## src/rtl/kl8e_tty.sv

```systemverilog
// KL8E console controller: keyboard/teleprinter IOT decode, keyboard
// buffer and flags, UART rx/tx handshakes and console interrupt request.
// Ports: clk, reset (async high); iotStb/iotOp/ac in, acClr/orData/skip out
// (combinational); irq out; rxData/rxRdy in, rxAck out; txData/txStb out,
// txRdy in.
module kl8e_tty #(
  parameter logic [5:0] KBD_DEV = 6'o03,
  parameter logic [5:0] TTY_DEV = 6'o04,
  parameter bit         RX_MARK = 1'b1
) (
  input  logic        clk,
  input  logic        reset,
  input  logic        iotStb,
  input  logic [8:0]  iotOp,
  input  logic [11:0] ac,
  output logic        acClr,
  output logic [11:0] orData,
  output logic        skip,
  output logic        irq,
  input  logic [7:0]  rxData,
  input  logic        rxRdy,
  output logic        rxAck,
  output logic [7:0]  txData,
  output logic        txStb,
  input  logic        txRdy
);

  localparam logic [1:0] S_IDLE  = 2'd0;
  localparam logic [1:0] S_SEND  = 2'd1;
  localparam logic [1:0] S_WLOW  = 2'd2;
  localparam logic [1:0] S_WHIGH = 2'd3;

  logic [1:0] st_q, st_d;
  logic       kbd_q, kbd_d;
  logic       tty_q, tty_d;
  logic       ien_q, ien_d;
  logic [7:0] buf_q, buf_d;
  logic [7:0] txd_q, txd_d;
  logic       stb_q, stb_d;
  logic       ack_q, ack_d;
  logic       irq_q, irq_d;

  logic       kbd_hit, tty_hit;
  logic [2:0] op;
  logic       kbd_clr, ien_ld;
  logic       tty_set, tty_clr;
  logic       start, done, capture;
  logic       unused;

  assign unused  = ^ac[11:8];
  assign op      = iotOp[2:0];
  assign kbd_hit = iotStb && (iotOp[8:3] == KBD_DEV);
  assign tty_hit = iotStb && (iotOp[8:3] == TTY_DEV);

  always_comb begin
    acClr   = 1'b0;
    orData  = 12'd0;
    skip    = 1'b0;
    kbd_clr = 1'b0;
    ien_ld  = 1'b0;
    tty_set = 1'b0;
    tty_clr = 1'b0;
    start   = 1'b0;
    if (kbd_hit) begin
      case (op)
        3'd0: kbd_clr = 1'b1;
        3'd1: skip = kbd_q;
        3'd2: begin
          acClr   = 1'b1;
          kbd_clr = 1'b1;
        end
        3'd4: orData = {4'b0, buf_q};
        3'd5: ien_ld = 1'b1;
        3'd6: begin
          acClr   = 1'b1;
          orData  = {4'b0, buf_q};
          kbd_clr = 1'b1;
        end
        default: ;
      endcase
    end
    if (tty_hit) begin
      case (op)
        3'd0: tty_set = 1'b1;
        3'd1: skip = tty_q;
        3'd2: tty_clr = 1'b1;
        3'd4: start = 1'b1;
        3'd5: skip = kbd_q | tty_q;
        3'd6: begin
          tty_clr = 1'b1;
          start   = 1'b1;
        end
        default: ;
      endcase
    end
  end

  // A clear and a capture never share a cycle: the held byte
  // is taken on the cycle after the flag drops.
  assign capture = rxRdy && !kbd_q && !kbd_clr;

  always_comb begin
    st_d  = st_q;
    txd_d = txd_q;
    stb_d = 1'b0;
    done  = 1'b0;
    case (st_q)
      S_IDLE: if (start) begin
        txd_d = ac[7:0];
        st_d  = S_SEND;
      end
      S_SEND: if (txRdy) begin
        stb_d = 1'b1;
        st_d  = S_WLOW;
      end
      S_WLOW: if (!txRdy) st_d = S_WHIGH;
      default: if (txRdy) begin
        done = 1'b1;
        st_d = S_IDLE;
      end
    endcase
  end

  // Print completion beats a same-cycle TCF/TLS clear.
  assign tty_d = done | tty_set | (tty_q & ~tty_clr);
  assign kbd_d = kbd_clr ? 1'b0 : (capture | kbd_q);
  assign buf_d = capture ? {rxData[7] | RX_MARK, rxData[6:0]} : buf_q;
  assign ien_d = ien_ld ? ac[0] : ien_q;
  assign irq_d = ien_q & (kbd_q | tty_q);
  assign ack_d = capture;

  always_ff @(posedge clk or posedge reset) begin
    if (reset) begin
      st_q  <= S_IDLE;
      kbd_q <= 1'b0;
      tty_q <= 1'b0;
      ien_q <= 1'b1;
      buf_q <= 8'd0;
      txd_q <= 8'd0;
      stb_q <= 1'b0;
      ack_q <= 1'b0;
      irq_q <= 1'b0;
    end else begin
      st_q  <= st_d;
      kbd_q <= kbd_d;
      tty_q <= tty_d;
      ien_q <= ien_d;
      buf_q <= buf_d;
      txd_q <= txd_d;
      stb_q <= stb_d;
      ack_q <= ack_d;
      irq_q <= irq_d;
    end
  end

  assign irq    = irq_q;
  assign rxAck  = ack_q;
  assign txData = txd_q;
  assign txStb  = stb_q;

endmodule

```

## config.mk

```make
export PLATFORM = sky130hd
export DESIGN_NAME = kl8e_tty
export DESIGN_NICKNAME = d
export VERILOG_FILES = /design/src/rtl/kl8e_tty.sv
export SDC_FILE = /design/constraint.sdc
export NUM_CORES = 1
export LEC_CHECK = 0
export ABC_AREA = 1
export BUFFER_PORTS_ARGS = -buffer_cell sky130_fd_sc_hd__buf_4
export CORE_ASPECT_RATIO = 2
export CORE_MARGIN = 2
export CORE_UTILIZATION = 46
export DETAILED_ROUTE_END_ITERATION = 6
export HOLD_SLACK_MARGIN = 0.02
export PLACE_DENSITY = 0.82
export SYNTH_ARGS = -nofsm -noshare
export SYNTH_HDL_FRONTEND = slang
export SYNTH_SLANG_ARGS = --single-unit
```

## constraint.sdc

```tcl
create_clock -name clk -period 1.8 [get_ports clk]
set_clock_uncertainty 0.05 [all_clocks]
set_input_delay 0.36 -clock clk [delete_from_list [all_inputs] [get_ports clk]]
set_output_delay 0.36 -clock clk [all_outputs]
set_load 0.01 [all_outputs]
```

==> results.txt, run 1 <==
----------------------------------------------------
[Status]
  Run status ... finished clean

[Route]
  Vias per std cell ... 4.84
  DRT Wirelength ... 2800 um
  Vias after detailed routing ... 1,195
  Detailed-routing iteration count for the pre-antenna-repair pass ... 4
  ANT nets after route ... 0
  Total DRC errors in the routed layout ... 0
  Average detailed-routed wire length per instance ... 11.3 um
  Drt initial violations ... 18

[Clock network]
  Maximum level of the CTS H-tree ... 1
  TritonCTS buffer count ... 3
  Skew-Pair Late Insertion Delay ... 0.27 ns
  # clock sinks ... 24
  Clock edge transition at the registers on the reported setup and hold paths ... 0.08 ns
  Clock tree from TritonCTS ... yes
  Number of hold buffers added after cts ... 0
  Buffers from clock root to sink, at most ... 2
  Root buffer selected by CTS ... sky130_fd_sc_hd__clkbuf_8

[Timing]
  Final hold violation count ... 0
  Final worst path period need ... 1.68 ns
  Ratio of final minimum period to clock period ... 93.6%
  RSZ-0062 raised after global routing ... false
  Max-slew violations ... 0
  Fin Setup TNS ... 0 ns
  Highest achievable clock rate ... 594 MHz
  Final setup violation count ... 0

[Critical path]
  Path depth of the worst reg2reg path ... 7
  Slack of the worst reg-to-reg path ... 0.19 ns
  CP Data Required Time ... 1.39 ns
  Signal arrival time at the worst endpoint ... 1.27 ns
  Launching element type of the critical path ... input port
  Maximum fanout encountered on the critical timing path ... 4
  Kind of end point of the critical path ... output pin
  CP Class ... in2out
  R2R Path End ... st_q[0]
  Worst reg2reg path startpoint ... st_q[1]

[Yosys]
  Seq/Total Area, Yosys ... 46.3%
  Synthesized area divided by synthesized cell count ... 8.03 sq um
  #FFs+latches synth ... 24
  Leading post-synthesis cells by cell area ... sky130_fd_sc_hd__dfrtp_1 44%, sky130_fd_sc_hd__nand2_1 13%, sky130_fd_sc_hd__inv_1 6.6%
  Yosys Warn Count ... 0
  Synth Cell Area ... 1300 sq um
  Largest area contributor in the netlist ... sky130_fd_sc_hd__dfrtp_1
  Fraction of synthesized cell area taken by the top area cell type ... 44.2%
  Synth Instances ... 162
  Distinct cell type count of the synthesized netlist ... 24

[Power]
  Leakage power figure ... 0.969 nW
  Sum of internal, switching and leakage power ... 1.37 mW
  Worst voltage drop across the vdd grid ... 0.559 mV
  Pwr per Cell Area ... 771 nW/um^2

[Placement]
  Placed wire-length estimate ... 2150 um
  Routability-driven placement congestion ratio ... 0.749
  Number of I/O port buffers ... 49

[Global route]
  Via count of the first global-routing pass ... 1,141
  Largest net degree at the start of global routing ... 25
  Antenna violations before repair ... 0
  Wire length of the first global-routing pass ... 4620 um
  Total grt overflow ... 0
  Overall fraction of global-route tracks in use ... 17.8%

[Floorplanning]
  Floorplan die height ... 79.2 um
  Number of placement rows ... 27
  I/O pins ... 59
  Core Box Area ... 2740 sq um
  Initial core utilization ... 47.6%
  DIE AREA ... 3300 sq um
  Die boundary width ... 41.6 um

[Layout]
  Growth of design area from synthesis to finish ... 36.8%
  Net count of the finished layout ... 257
  Share of post-route cells with drive strength above 1 ... 38.5%
  Filler Cell Count ... 242
  Antenna cells ... 0

[Flow run]
  Max Cap Viol ... 0

[Hold path]
  Worst min path class ... in2async

----------------------------------------------------
## power breakdown
group	leakage [nW]	internal [mW]	switching (mW)
Sequential	0.303	0.613	0.0578
Clock	0.0228	0.158	0.170
Combinational	0.643	0.165	0.208
Total	0.969	0.937	0.436
## Yosys cell counts, drive strengths merged
library cell  instances
nand2                49
inv                  24
dfrtp                23
nor2                 20
nand3                13
o21ai                11
buf                   5
ha                    4
nand4                 3
a21oi                 2
a21o                  1
and2                  1
clkinv                1
conb                  1
dfstp                 1
o21a                  1
o22ai                 1
or2                   1
## per-stage QoR
stage / utilization (%) / instance area, sq um / worst slack (ns) / instances / hold WS (ns)
global placement: 62.6 / 1710 / 0.0665 / 243 / 0.381
finish: 65.1 / 1780 / 0.116 / 247 / 0.0777
CTS: 64.2 / 1760 / 0.0468 / 247 / 0.0890
floorplan: - / 1310 / 0.292 / 165 / 0.324
detailed placement: 62.6 / 1710 / 0.0602 / 243 / 0.379
global route: 65.1 / 1780 / 0.0124 / 247 / 0.110
## cell families (layout without fill, tap and decap cells)
| family | after synthesis | count (layout) | synth area share (%) |
|---|---|---|---|
| adder cells (fa/ha/maj) | 4 | 4 | 3.85 |
| flip-flops | 24 | 24 | 46.3 |
| AND/OR/NAND/NOR | 87 | 87 | 30.3 |
| other | 1 | 4 | 0.288 |
| buffers and inverters | 30 | 83 | 10.4 |
| AO/OA/AOI/OAI | 16 | 16 | 8.94 |
## routing by layer
metal | GRT usage (%) | vias up | part of all wire [%]
met5 | 0 | - | 0
met4 | 9.03 | 0 | 3.2
met3 | 3.64 | 7 | 5.2
met2 | 32.8 | 39 | 55
met1 | 18.4 | 546 | 36
li1 | - | 603 | -
## sequential cells by signal, indices dropped and copies added, names as in the netlist
register / count
rxAck: 1
buf_q: 8
st_q: 2
txStb: 1
ien_q: 1
txData: 8
tty_q: 1
kbd_q: 1
irq: 1
## cell usage in the layout, fill, tap and decap left out, types with 2 or more instances in the layout
master                     Yosys  final
sky130_fd_sc_hd__buf_4         4     53
sky130_fd_sc_hd__nand2_1      45     45
sky130_fd_sc_hd__inv_1        23     23
sky130_fd_sc_hd__dfrtp_1      23     23
sky130_fd_sc_hd__nand3_1      12     12
sky130_fd_sc_hd__nor2_1       18     11
sky130_fd_sc_hd__o21ai_2       8      8
sky130_fd_sc_hd__nor2_2        0      7
sky130_fd_sc_hd__nand2_2       4      4
sky130_fd_sc_hd__ha_1          4      4
sky130_fd_sc_hd__conb_1        1      4
sky130_fd_sc_hd__o21ai_0       3      3
sky130_fd_sc_hd__nand4_1       3      3
sky130_fd_sc_hd__clkbuf_8      0      3
sky130_fd_sc_hd__nor2_4        2      2
sky130_fd_sc_hd__inv_2         1      2
sky130_fd_sc_hd__a21oi_1       2      2
## cell type report
class	count	area [sq um]	area share [%]
multi-input cells	111	594	33.4
inverters	25	93.8	5.27
flip-flops and latches	24	602	33.8
well taps	29	36.3	2.04
repair buffers	54	409	23.0
clock buffers	4	45.0	2.53
## worst max-delay path by stage
| stage | from | end | slack (ns) | cells past startpoint |
|---|---|---|---|---|
| finish | iotOp[6] | orData[3] | 0.12 | 9 |
| global route | iotOp[6] | orData[3] | 0.01 | 9 |
| CTS | iotOp[6] | orData[6] | 0.05 | 9 |
| detailed placement | iotOp[6] | orData[6] | 0.06 | 9 |
| global placement | iotOp[6] | orData[2] | 0.07 | 9 |
| floorplan | iotOp[6] | acClr | 0.29 | 6 |
## worst max-delay path, stage by stage
cell	delay, ns
sky130_fd_sc_hd__buf_4	0.10
sky130_fd_sc_hd__inv_1	0.06
sky130_fd_sc_hd__nand2_1	0.06
sky130_fd_sc_hd__nor2_2	0.12
sky130_fd_sc_hd__and2_4	0.16
sky130_fd_sc_hd__inv_2	0.04
sky130_fd_sc_hd__buf_4	0.14
sky130_fd_sc_hd__nor2_1	0.10
sky130_fd_sc_hd__buf_4	0.13
## what timing repair did
item	4_1_cts	5_1_grt
endpoints found under the setup margin	0	9
setup buffers	0	0
resized for setup	0	10
hold endpoints to repair	0	0
No activity file was read; power rests on OpenSTA's default activity.
==> inputs of run 2 (changes only) <==
--- a/config.mk
+++ b/config.mk
@@ -8,7 +8,7 @@
 export ABC_AREA = 1
 export BUFFER_PORTS_ARGS = -buffer_cell sky130_fd_sc_hd__buf_4
 export CORE_ASPECT_RATIO = 2
-export CORE_MARGIN = 2
+export CORE_MARGIN = 5
 export CORE_UTILIZATION = 46
 export DETAILED_ROUTE_END_ITERATION = 6
 export HOLD_SLACK_MARGIN = 0.02
==> run 2 against run 1 <==
Net effect:
- critical path depth is the same
- combinational power shrank 1%
- clock power grew 41%
- utilization increased by 0.37 points
- via count is 1.1% lower
- sequential power about the same
- wire length up 1.2%
- design area is 0.56% higher
- sequential cell count is the same
- critical path type unchanged
- final cell count unchanged
- power up 9.4%
- count of clock-buffer cells in the layout shrank 1
==> results.txt, run 2 (synthesis results as in run 1) <==
----------------------------------------------------
[Timing]
  Ratio of final minimum period to clock period ... 93.7%
  Final setup violation count ... 0
  Final worst path period need ... 1.69 ns
  Fin Setup TNS ... 0 ns
  Highest achievable clock rate ... 593 MHz
  Final hold violation count ... 0
  RSZ-0062 raised after global routing ... false
  Worst hold slack ... 0.0223 ns
  Max-slew violations ... 0

[Critical path]
  Kind of end point of the critical path ... output pin
  CP Data Required Time ... 1.39 ns
  Signal arrival time at the worst endpoint ... 1.28 ns
  Largest delay contributor family on the critical path ... buffers and inverters
  Max stage delay on crit path ... 0.17 ns
  Maximum fanout encountered on the critical timing path ... 4
  Most common cell on crit path ... sky130_fd_sc_hd__buf_4
  Critical-path cell list ... buf_4 > inv_1 > nand2_1 > nor2_2 > and2_4 > inv_2 > buf_4 > nor2_1 > buf_4
  CP Class ... in2out
  Bufs and invs on worst path ... 5
  Slowest CP cell ... sky130_fd_sc_hd__and2_4
  Launching element type of the critical path ... input port

[Floorplanning]
  Floorplan die height ... 85.2 um
  Number of placement rows ... 27
  I/O pins ... 59
  Initial core utilization ... 47.6%
  Die boundary width ... 47.6 um
  Core Box Area ... 2740 sq um
  DIE AREA ... 4060 sq um

[Clock network]
  Maximum level of the CTS H-tree ... 1
  Clock edge transition at the registers on the reported setup and hold paths ... 0.08 ns
  TritonCTS buffer count ... 3
  Total setup buffers inserted after CTS ... 0
  # clock sinks ... 24
  Skew-Pair Late Insertion Delay ... 0.26 ns
  Root buffer selected by CTS ... sky130_fd_sc_hd__clkbuf_8
  Clock tree from TritonCTS ... yes
  Buffers from clock root to sink, at most ... 2

[Power]
  Worst voltage drop across the vdd grid ... 0.503 mV
  Pwr per Cell Area ... 839 nW/um^2
  Switching share of power ... 28.4%
  Relative contribution of combinational cells to total power ... 24.5%
  Cell-internal power ... 1.08 mW
  Switching power of the nets ... 0.426 mW
  Share of power burned in registers ... 44.5%
  Leakage power figure ... 0.981 nW
  Clock Power Share ... 31.0%

[Route]
  DRT Wirelength ... 2840 um
  ANT nets after route ... 0
  Detailed-routing iteration count for the pre-antenna-repair pass ... 4
  Average detailed-routed wire length per instance ... 11.5 um
  Total DRC errors in the routed layout ... 0
  Vias per std cell ... 4.79
  Vias after detailed routing ... 1,182
  Drt initial violations ... 22

[Layout]
  Core Util, Final ... 65.4%
  Antenna cells ... 0
  Multi-input gate area in the final layout ... 582 sq um
  Register Area ... 602 sq um
  Commonest non-fill, non-tap cell in the layout ... sky130_fd_sc_hd__buf_4
  Filler Cell Count ... 237
  Net count of the finished layout ... 257
  Commonest cells after routing, fill and taps aside ... 54 x sky130_fd_sc_hd__buf_4, 45 x sky130_fd_sc_hd__nand2_1, 23 x sky130_fd_sc_hd__inv_1, 23 x sky130_fd_sc_hd__dfrtp_1, 16 x sky130_fd_sc_hd__nor2_1
  Growth of design area from synthesis to finish ... 37.6%
  Share of post-route cells with drive strength above 1 ... 36.7%

[Status]
  Run status ... finished clean

[Global route]
  Total grt overflow ... 0
  Largest net degree at the start of global routing ... 17
  Antenna violations before repair ... 0
  Via count of the first global-routing pass ... 1,094
  Overall fraction of global-route tracks in use ... 14.8%
  Wire length of the first global-routing pass ... 4490 um

[Placement]
  Placed wire-length estimate ... 2260 um
  Number of I/O port buffers ... 49
  Routability-driven placement congestion ratio ... 0.756

[Hold path]
  Worst min path class ... in2async

[Flow run]
  Max Cap Viol ... 0

----------------------------------------------------
## run 2: cell types whose count changed in the layout (fill, tap and decap cells not counted)
cell | before | now
sky130_fd_sc_hd__buf_4 | 53 | 54
sky130_fd_sc_hd__buf_6 | 1 | 0
sky130_fd_sc_hd__bufinv_16 | 0 | 1
sky130_fd_sc_hd__clkbuf_1 | 1 | 0
sky130_fd_sc_hd__nor2_1 | 11 | 16
sky130_fd_sc_hd__nor2_2 | 7 | 2
## run 2: stage by stage
stage,cells,instance area (sq um),worst slack [ns],power (mW)
after floorplan,165,1310,0.292,0.915
after global routing,247,1790,0.0477,1.59
final,247,1790,0.113,1.50
after detailed placement,243,1710,0.0336,1.05
after global placement,243,1710,0.0432,1.03
after CTS,247,1790,0.000850,1.52
## run 2: worst paths after layout
check | to | start | cells after the start | slack, ns
setup / recovery | orData[7] | iotOp[6] | 9 | 0.11
hold / removal | txData[2] | reset | 2 | 0.02
setup reg to reg | st_q[1] | st_q[1] | 7 | 0.23
hold reg to reg | ien_q | ien_q | 2 | 0.42
max in group asynchronous | tty_q | reset | 3 | 1.14
min in group clk | txStb | txRdy | 3 | 0.26
## run 2: layer usage
metal  track usage, %  vias up  part of all wire (%)
met5                0        -                     0
met1             15.9      534                    35
met3             2.12        2                   8.1
li1                 -      605                     -
met2             26.8       41                    55
met4             5.88        0                   1.3
## run 2: cell type report
cell class | count | area share (%)
clock buffers | 3 | 2.31
flip-flops and latches | 24 | 33.6
well taps | 29 | 2.03
inverters | 25 | 5.24
repair buffers | 54 | 22.6
clock inverters | 1 | 1.68
multi-input cells | 111 | 32.5
## run 2: timing repair
| action | in CTS | in global routing |
|---|---|---|
| hold buffers | 0 | 0 |
| gates resized for setup | 1 | 3 |
| endpoints found under the setup margin | 3 | 8 |
## run 2: power by group through the flow
stage	Clock (mW)	Sequential, mW	Combinational [mW]
CTS	0.477	0.668	0.371
global placement	0	0.676	0.358
finish	0.465	0.668	0.368
detailed placement	0	0.678	0.370
global route	0.494	0.679	0.420
floorplan	0	0.674	0.242
